**src/rtl/clock_pkg.sv**
```systemverilog
// Shared definitions for the clock display path: active-high seven-segment
// glyphs (seg[0]=a .. seg[6]=g), scan-slot digit indices and the BCD digit type.
package clock_pkg;

  localparam int unsigned DIGIT_W    = 4;
  localparam int unsigned NUM_DIGITS = 6;

  typedef logic [DIGIT_W-1:0] bcd_t;

  localparam logic [6:0] SEG_0    = 7'h3F;
  localparam logic [6:0] SEG_1    = 7'h06;
  localparam logic [6:0] SEG_2    = 7'h5B;
  localparam logic [6:0] SEG_3    = 7'h4F;
  localparam logic [6:0] SEG_4    = 7'h66;
  localparam logic [6:0] SEG_5    = 7'h6D;
  localparam logic [6:0] SEG_6    = 7'h7D;
  localparam logic [6:0] SEG_7    = 7'h07;
  localparam logic [6:0] SEG_8    = 7'h7F;
  localparam logic [6:0] SEG_9    = 7'h6F;
  localparam logic [6:0] SEG_DASH = 7'h40;
  localparam logic [6:0] SEG_OFF  = 7'h00;

  // Scan slot order, rightmost digit first.
  localparam logic [2:0] IDX_SEC2  = 3'd0;
  localparam logic [2:0] IDX_SEC1  = 3'd1;
  localparam logic [2:0] IDX_MIN2  = 3'd2;
  localparam logic [2:0] IDX_MIN1  = 3'd3;
  localparam logic [2:0] IDX_HOUR2 = 3'd4;
  localparam logic [2:0] IDX_HOUR1 = 3'd5;

  function automatic logic is_invalid(input bcd_t d);
    return d > 4'd9;
  endfunction

endpackage

```
**src/rtl/clock_display_scan_bcd_to_seg7.sv**
```systemverilog
// BCD to active-high seven-segment decoder; codes above 9 show a dash.
module bcd_to_seg7
  import clock_pkg::*;
(
  input  logic [3:0] bcd,
  output logic [6:0] seg
);

  // Glyph lookup.
  always_comb begin
    seg = SEG_DASH;
    case (bcd)
      4'd0:    seg = SEG_0;
      4'd1:    seg = SEG_1;
      4'd2:    seg = SEG_2;
      4'd3:    seg = SEG_3;
      4'd4:    seg = SEG_4;
      4'd5:    seg = SEG_5;
      4'd6:    seg = SEG_6;
      4'd7:    seg = SEG_7;
      4'd8:    seg = SEG_8;
      4'd9:    seg = SEG_9;
      default: seg = SEG_DASH;
    endcase
  end

endmodule

```
**src/rtl/clock_display_scan.sv**
```systemverilog
// Multiplexed 6-digit seven-segment driver for an HH:MM:SS BCD time.
// Digits are captured into a snapshot on load, scanned one per slot with a
// one-cycle dead time at each slot change, and decorated with HH.MM.SS
// separators. Optional macro COLON_BLINK_EN makes the separators blink.
module clock_display_scan
  import clock_pkg::*;
#(
  parameter int unsigned SCAN_DIV       = 50000,
  parameter bit          SEG_ACTIVE_LOW = 1'b1,
  parameter int unsigned BLINK_TICKS    = 500
) (
  input  logic       clk,
  input  logic       reset,
  input  logic [3:0] sec1,
  input  logic [3:0] sec2,
  input  logic [3:0] min1,
  input  logic [3:0] min2,
  input  logic [3:0] hour1,
  input  logic [3:0] hour2,
  input  logic       load,
  input  logic       blank,
  output logic [6:0] seg,
  output logic       dp,
  output logic [5:0] an,
  output logic       digit_err
);

  localparam int unsigned PRE_W    = (SCAN_DIV > 1) ? $clog2(SCAN_DIV) : 1;
  localparam logic [PRE_W-1:0] PRE_LAST = PRE_W'(SCAN_DIV - 1);

  logic [NUM_DIGITS-1:0][DIGIT_W-1:0] snap;
  logic                               err_q;
  logic [PRE_W-1:0]                   pre_cnt;
  logic                               tick;
  logic [2:0]                         index;
  bcd_t                               cur_digit;
  logic [6:0]                         cur_seg;
  logic                               blink_on;
  logic                               sep_slot;
  logic [5:0]                         an_q;
  logic [6:0]                         seg_q;
  logic                               dp_q;

  // Snapshot capture; digit_err is derived from the same inputs on the same
  // edge so it always describes the digits currently held.
  always_ff @(posedge clk or negedge reset) begin
    if (!reset) begin
      snap  <= '0;
      err_q <= 1'b0;
    end else if (load) begin
      snap  <= {hour1, hour2, min1, min2, sec1, sec2};
      err_q <= is_invalid(sec1) | is_invalid(sec2) | is_invalid(min1) |
               is_invalid(min2) | is_invalid(hour1) | is_invalid(hour2);
    end
  end

  // Slot prescaler; tick marks the last cycle of each slot.
  always_ff @(posedge clk or negedge reset) begin
    if (!reset) begin
      pre_cnt <= '0;
    end else if (tick) begin
      pre_cnt <= '0;
    end else begin
      pre_cnt <= pre_cnt + 1'b1;
    end
  end

  assign tick = (pre_cnt == PRE_LAST);

  // Digit index, mod-6 advance on each tick.
  always_ff @(posedge clk or negedge reset) begin
    if (!reset) begin
      index <= IDX_SEC2;
    end else if (tick) begin
      index <= (index == IDX_HOUR1) ? IDX_SEC2 : index + 3'd1;
    end
  end

  // Select the snapshot digit for the current slot.
  always_comb begin
    cur_digit = '0;
    case (index)
      IDX_SEC2:  cur_digit = snap[0];
      IDX_SEC1:  cur_digit = snap[1];
      IDX_MIN2:  cur_digit = snap[2];
      IDX_MIN1:  cur_digit = snap[3];
      IDX_HOUR2: cur_digit = snap[4];
      IDX_HOUR1: cur_digit = snap[5];
      default:   cur_digit = '0;
    endcase
  end

  bcd_to_seg7 u_dec (
    .bcd (cur_digit),
    .seg (cur_seg)
  );

`ifdef COLON_BLINK_EN
  localparam int unsigned BL_W = (BLINK_TICKS > 1) ? $clog2(BLINK_TICKS) : 1;
  localparam logic [BL_W-1:0] BL_LAST = BL_W'(BLINK_TICKS - 1);

  logic [BL_W-1:0] blink_cnt;

  // Separator blink phase, toggled every BLINK_TICKS slot ticks.
  always_ff @(posedge clk or negedge reset) begin
    if (!reset) begin
      blink_cnt <= '0;
      blink_on  <= 1'b1;
    end else if (tick) begin
      if (blink_cnt == BL_LAST) begin
        blink_cnt <= '0;
        blink_on  <= ~blink_on;
      end else begin
        blink_cnt <= blink_cnt + 1'b1;
      end
    end
  end
`else
  // Separator steady on for any legal BLINK_TICKS.
  assign blink_on = (BLINK_TICKS != 0);
`endif

  assign sep_slot = (index == IDX_MIN2) || (index == IDX_HOUR2);

  // Active-high output registers: dark on dead-time ticks and while blanked.
  always_ff @(posedge clk or negedge reset) begin
    if (!reset) begin
      an_q  <= '0;
      seg_q <= SEG_OFF;
      dp_q  <= 1'b0;
    end else if (blank || tick) begin
      an_q  <= '0;
      seg_q <= SEG_OFF;
      dp_q  <= 1'b0;
    end else begin
      an_q  <= 6'b000001 << index;
      seg_q <= cur_seg;
      dp_q  <= sep_slot & blink_on;
    end
  end

  // Output polarity applied after the registers so reset is inactive at once.
  assign an        = an_q  ^ {6{SEG_ACTIVE_LOW}};
  assign seg       = seg_q ^ {7{SEG_ACTIVE_LOW}};
  assign dp        = dp_q  ^ SEG_ACTIVE_LOW;
  assign digit_err = err_q;

endmodule
```
**config.mk**
```make
export PLATFORM = sky130hd
export DESIGN_NAME = clock_display_scan
export DESIGN_NICKNAME = d
export VERILOG_FILES = /design/src/rtl/clock_pkg.sv /design/src/rtl/clock_display_scan_bcd_to_seg7.sv /design/src/rtl/clock_display_scan.sv
export SDC_FILE = /design/constraint.sdc
export NUM_CORES = 1
export LEC_CHECK = 0
export ABC_AREA = 1
export ABC_CLOCK_PERIOD_IN_PS = 2100
export CAP_MARGIN = 10
export CELL_PAD_IN_SITES_DETAIL_PLACEMENT = 0
export CELL_PAD_IN_SITES_GLOBAL_PLACEMENT = 1
export CORE_ASPECT_RATIO = 1.25
export CORE_MARGIN = 3
export CORE_UTILIZATION = 36
export DETAILED_ROUTE_END_ITERATION = 16
export GPL_TIMING_DRIVEN = 0
export PLACE_DENSITY_LB_ADDON = 0.1
export SYNTH_ARGS = -nofsm -noshare
export SYNTH_HDL_FRONTEND = slang
export SYNTH_SLANG_ARGS = --single-unit
```
**constraint.sdc**
```tcl
create_clock -name clk -period 2.1 [get_ports clk]
set_clock_uncertainty 0.1 [all_clocks]
set_input_delay 0.42 -clock clk [delete_from_list [all_inputs] [get_ports clk]]
set_output_delay 0.42 -clock clk [all_outputs]
set_load 0.03 [all_outputs]
```
---- Word level (Yosys, flattened, before mapping) ----
Memories as Yosys holds them, arrays and structs flattened.
Cells that the tools add are included.
operators by class
  equal/unequal tests ..................... 6
  multiplexer cells ....................... 6
  bitwise logic cells ..................... 8
  reduce and logical (&&, ||, !) cells .... 3
  shift operators ......................... 1
  order comparisons ....................... 6
  add/sub/neg operators ................... 2
operators with widths
  operator                                             number
  > comparator 4 bit, second input constant            6
  one-hot mux 4 bit (6 select lines)                   1
  adder 16 x 1 -> 16 bit, second input constant        1
  equality test 16 bit, second input constant          1
  two-way mux 16 bit                                   1
  two-way mux 7 bit                                    1
  NOT 7 bit                                            1
  equality test 3 x 2 -> 1 bit, second input constant  2
  equality test 3 bit, second input constant           2
  two-way mux 6 bit                                    1
  NOT 6 bit                                            1
  left shift 1 x 3 -> 6 bit, first input constant      1
  OR 1 bit                                             5
  adder 3 x 1 -> 3 bit, second input constant          1
  equality test 3 x 1 -> 1 bit, second input constant  1
  logical NOT 3 bit                                    1
  two-way mux 3 bit                                    1
  logical OR 1 bit                                     2
  two-way mux 1 bit                                    1
  NOT 1 bit                                            1
word-level totals
  register bits after elaboration ......... 58
  memory bits (read-only) ................. 112
  output and inout port bits .............. 15
  memories ................................ 1
  logic and storage cells ................. 45
memories
  name             words  width  read ports  clocked after Yosys merged registers in  write ports  RTL line                              RTL
  (no name shown)  16     7      1           0                                        0            clock_display_scan_bcd_to_seg7.sv:12  case (bcd)

---- Logic depth before layout (Yosys ltp) ----
  depth in word-level cells ............... 6
  gate-level depth with buffers ........... 14
  depth with buffers taken out ............ 13

---- By module ----
Synthesis repeated with hierarchy kept, for this count alone.
second synthesis, totals
  cells, all modules ...................... 388
  area, all modules ....................... 2980.4 um2
by module, submodules not included
  module              area each (um2)  cells each  sequential area each (um2)  times used
  clock_display_scan  2787.7           352         1451.4                      1
  bcd_to_seg7         192.7            36          0.0                         1

---- Least setup slack after synthesis ----
OpenSTA, ideal clock, no wires.
  path kind ............................... register to register
  start point ............................. register index[1]
  end point ............................... register seg_q[3]
  period minus slack after synthesis ...... 1.953 ns
  arrival time ............................ 1.736 ns
  buffers on the path ..................... 1
  slack ................................... 0.147 ns
  cell stages (with the launch flop) ...... 15
  data required time ...................... 1.883 ns
  path through ............................ dfrtp_1 buf_6 nand2_1 inv_1 ha_1 nand2_1 nand2_1 nor2_1 nand2_4 inv_1 ha_1 inv_1 nor2_1 nor2_1 nor2_1
between the ends
  cells in the longest elaborated chain, start to end .. 4
  elaborated cells between the ends (all ways) .. 9
RTL lines
  element                                            RTL line                   RTL
  start: declaration                                 clock_display_scan.sv:35   logic [2:0] index;
  start signal: assignment                           clock_display_scan.sv:75   index <= (index == IDX_HOUR1) ? IDX_SEC2 : index + 3'd1;
  equality test 3 bit, or another cell as far along  clock_display_scan.sv:82   case (index)
  one-hot mux 4 bit (6 select lines) (*)             clock_display_scan.sv:82
  memory (16 x 7 bit) (*)                            n/a
  two-way mux 7 bit (*)                              clock_display_scan.sv:131  end else if (blank || tick) begin
  end signal: assignment                             clock_display_scan.sv:137  seg_q <= cur_seg;
  end: declaration                                   clock_display_scan.sv:41   logic [6:0] seg_q;
Mark *: on every way between the ends. The rest lies on a longest branch, timed or not.
A chain may end at the register's enable or synchronous reset.

---- Worst setup path after layout ----
Ends and elaborated chain as after synthesis.

==> impl_metrics.py <==
metrics = {
    "global_route": {
        "gr-usage-met1": 0.176,
        "grt_busiest_layer": "met2",
        "antenna_found_initial": 0,
        "met3_usage": 0.0261,
        "track_usage": 0.156,
        "grt_pass1_vias": 2471,
        "overflow": 0,
        "grt_pass1_wl_mm": 11.2,
        "met2_usage": 0.283,
        "grt_max_degree": 33,
    },
    "routing": {
        "ant_nets": 0,
        "wl_per_cell_um": 12.1,
        "drt_pass1_iterations": 4,
        "route.detailed.drc": 0,
        "via_per_inst": 4.61,
        "vias": 2493,
        "routed_wl_mm": 6.52,
        "drtIter0Drc": 50,
    },
    "synthesis": {
        "synth_top_area_share": 0.496,
        "syn_area_per_cell_sq_um": 7.83,
        "synth_seq_cells": 58,
        "synth_cells": 374,
        "syn_nets": 410,
        "synth_area_sq_um": 2930,
        "ys_seq_area_frac": 0.496,
        "post-synth-top-area-cell": "dfrtp_1",
        "synthDistinctLibCells": 27,
        "synth_area_leaders": "dfrtp_1 50%, nand2_1 15%, inv_1 6.0%, nor2_1 5.1%, ha_1 3.4%",
        "yosysWarnings": 0,
    },
    "cells_and_area": {
        "area_growth_pct": 32.3,
        "layout_commonest_cell": "nand2_1",
        "fillers": 810,
        "layout_common_cells": "117 x nand2_1, 57 x dfrtp_1, 45 x inv_1",
        "diodes": 0,
        "drive_gt1_frac": 0.150,
        "multiInputGateArea_sq_um": 1290,
        "ff_latch_area_sq_um": 1450,
        "fin_util": 0.494,
        "fin_nets": 478,
    },
    "power": {
        "ir_worst_vdd_v": 0.000477,
        "pwr_density_cell_nw_per_um2": 661,
        "p_leak_nw": 1.94,
    },
    "placement": {
        "pre_cts_ws_ns": -0.232,
        "io_buffers": 41,
        "routabilityCongestion": 0.768,
        "dpl.hpwl_mm": 4.98,
    },
    "timing": {
        "max_slew_margin": 0.586,
        "hold_viol": 0,
        "timing.hold.ws_ns": 0.000317,
        "fin_crit_ns": 2.00,
        "worstMarginPinSlew_ns": 0.621,
        "fmax_mhz": 500,
        "setup_viol": 0,
        "fin_ws_ns": 0.0988,
        "slew_viol_final": 0,
        "fin_setup_tns_ns": 0,
        "fin_crit_sh": 0.953,
    },
    "die": {
        "core-area_sq_um": 7840,
        "start_util": 0.374,
        "chipWidth_um": 86.7,
        "io_pins": 43,
        "fp.dieH_um": 107,
        "rows": 36,
        "dieArea_sq_um": 9260,
    },
    "clocking": {
        "htreeDepth": 3,
        "clkTransAtPathRegs_ns": 0.07,
        "clkSinkCount": 58,
        "cts_buffers": 9,
        "clock_latency_ns": 0.33,
        "cts_hold_buf": 0,
        "clk_path_buf_depth": 2,
        "cts_tree": "done",
        "root_buffer": "clkbuf_8",
    },
    "setup_path": {
        "rr_endpoint": "seg_q[3]$_DFF_PN0_",
        "critPathMaxFanout": 6,
        "critPathLaunchType": "register",
        "rrSetupSlack_ns": 0.1,
        "rr_worst_depth": 14,
        "end_kind": "register",
        "critPathRequiredTime_ns": 2.21,
        "crit_arrival_ns": 2.11,
        "rr_startpoint": "index[1]$_DFFE_PN0N_",
        "worst-setup-path-type": "register to register",
    },
    "min_path": {
        "hold_class": "primary input to async pin",
    },
    "outcome": {
        "outcome": "finished clean",
    },
    "flow_run": {
        "drv_cap": 0,
    },
}
cell families (layout without fill, tap and decap cells):
| group | after synthesis | in the layout | synth area share |
|---|---|---|---|
| adder cells (fa/ha/maj) | 8 | 8 | 0.0342 |
| buffers and inverters | 63 | 135 | 0.0893 |
| flip-flops | 58 | 58 | 0.496 |
| AO/OA/AOI/OAI | 22 | 22 | 0.0389 |
| XOR/XNOR | 9 | 9 | 0.0269 |
| AND/OR/NAND/NOR | 214 | 214 | 0.315 |
cells in the mapped netlist:
| cell type | number |
|---|---|
| clkinv_1 | 1 |
| ha_1 | 8 |
| inv_1 | 47 |
| nor4_1 | 1 |
| o21ai_0 | 16 |
| nor2_1 | 40 |
| xor2_1 | 7 |
| nand4_1 | 8 |
| inv_2 | 6 |
| nor2_4 | 1 |
| nand2_2 | 3 |
| nor3_1 | 11 |
| clkbuf_1 | 5 |
| inv_4 | 1 |
| nand2_1 | 120 |
| dfrtp_1 | 58 |
| nor3_2 | 2 |
| a21oi_1 | 5 |
| or2_1 | 1 |
| buf_6 | 3 |
| nand3b_1 | 2 |
| o21ai_2 | 1 |
| nand2_4 | 1 |
| nor3b_1 | 1 |
| nor2_2 | 4 |
| xnor2_1 | 2 |
| nand3_1 | 19 |
stage by stage:
stage                     std cells  cell area, sq um  power (mW)
final                           541              3870        2.56
after global routing            541              3870        2.69
after CTS                       529              3720        2.59
after detailed placement        511              3470        1.53
after global placement          510              3460        1.52
after floorplan                 374              2930        1.38
registers in the layout, indices dropped and copies added, names as in the netlist:
register	flops
an_q	6
digit_err	1
dp_q	1
index	3
pre_cnt	16
seg_q	7
snap	24
critical path: stages (launching register included):
cell and delay (ns):
dfrtp_1 0.39, buf_6 0.15, nand2_1 0.06, inv_1 0.06, ha_4 0.17, nand2_1 0.07, nand2_2 0.06, nor2_4 0.11
nand2_2 0.10, inv_2 0.08, ha_2 0.26, inv_1 0.07, nor2_2 0.04, nor2_1 0.10, nor2_1 0.05
power by group:
part           switching, mW  internal [mW]
registers             0.0285           1.18
clock network          0.408          0.637
logic                  0.176          0.136
total                  0.612           1.95
routing by layer:
layer / up-vias / part of all wire / wire length (um)
met4: 0 / 0.019 / 127
met1: 1159 / 0.42 / 2740
met5: - / 0 / 0
met2: 37 / 0.53 / 3450
met3: 10 / 0.032 / 207
li1: 1287 / - / -
what timing repair did:
action / CTS / global route
pin swaps: 0 / 11
setup endpoints to repair: 7 / 7
gates resized for setup: 8 / 13
setup buffers: 3 / 12
final cells by class:
cell class | instances | area share
Buffer | 8 | 0.0136
Clock buffer | 13 | 0.0436
Clock inverter | 2 | 0.00904
Inverter | 55 | 0.0539
Multi-Input combinational cell | 253 | 0.332
Sequential cell | 58 | 0.375
Tap cell | 95 | 0.0307
Timing Repair Buffer | 57 | 0.142
worst max path at each step:
stage,startpoint,endpoint,depth (start not counted)
after global placement,reset,snap[5]$_DFFE_PN0P_,1
after global routing,index[0]$_DFFE_PN0N_,seg_q[3]$_DFF_PN0_,13
final,index[1]$_DFFE_PN0N_,seg_q[3]$_DFF_PN0_,14
after floorplan,index[1]$_DFFE_PN0N_,seg_q[3]$_DFF_PN0_,14
after detailed placement,index[2]$_DFFE_PN0N_,seg_q[3]$_DFF_PN0_,13
after CTS,index[1]$_DFFE_PN0N_,seg_q[3]$_DFF_PN0_,14
Note: power is estimated with default switching activity, not from simulation.
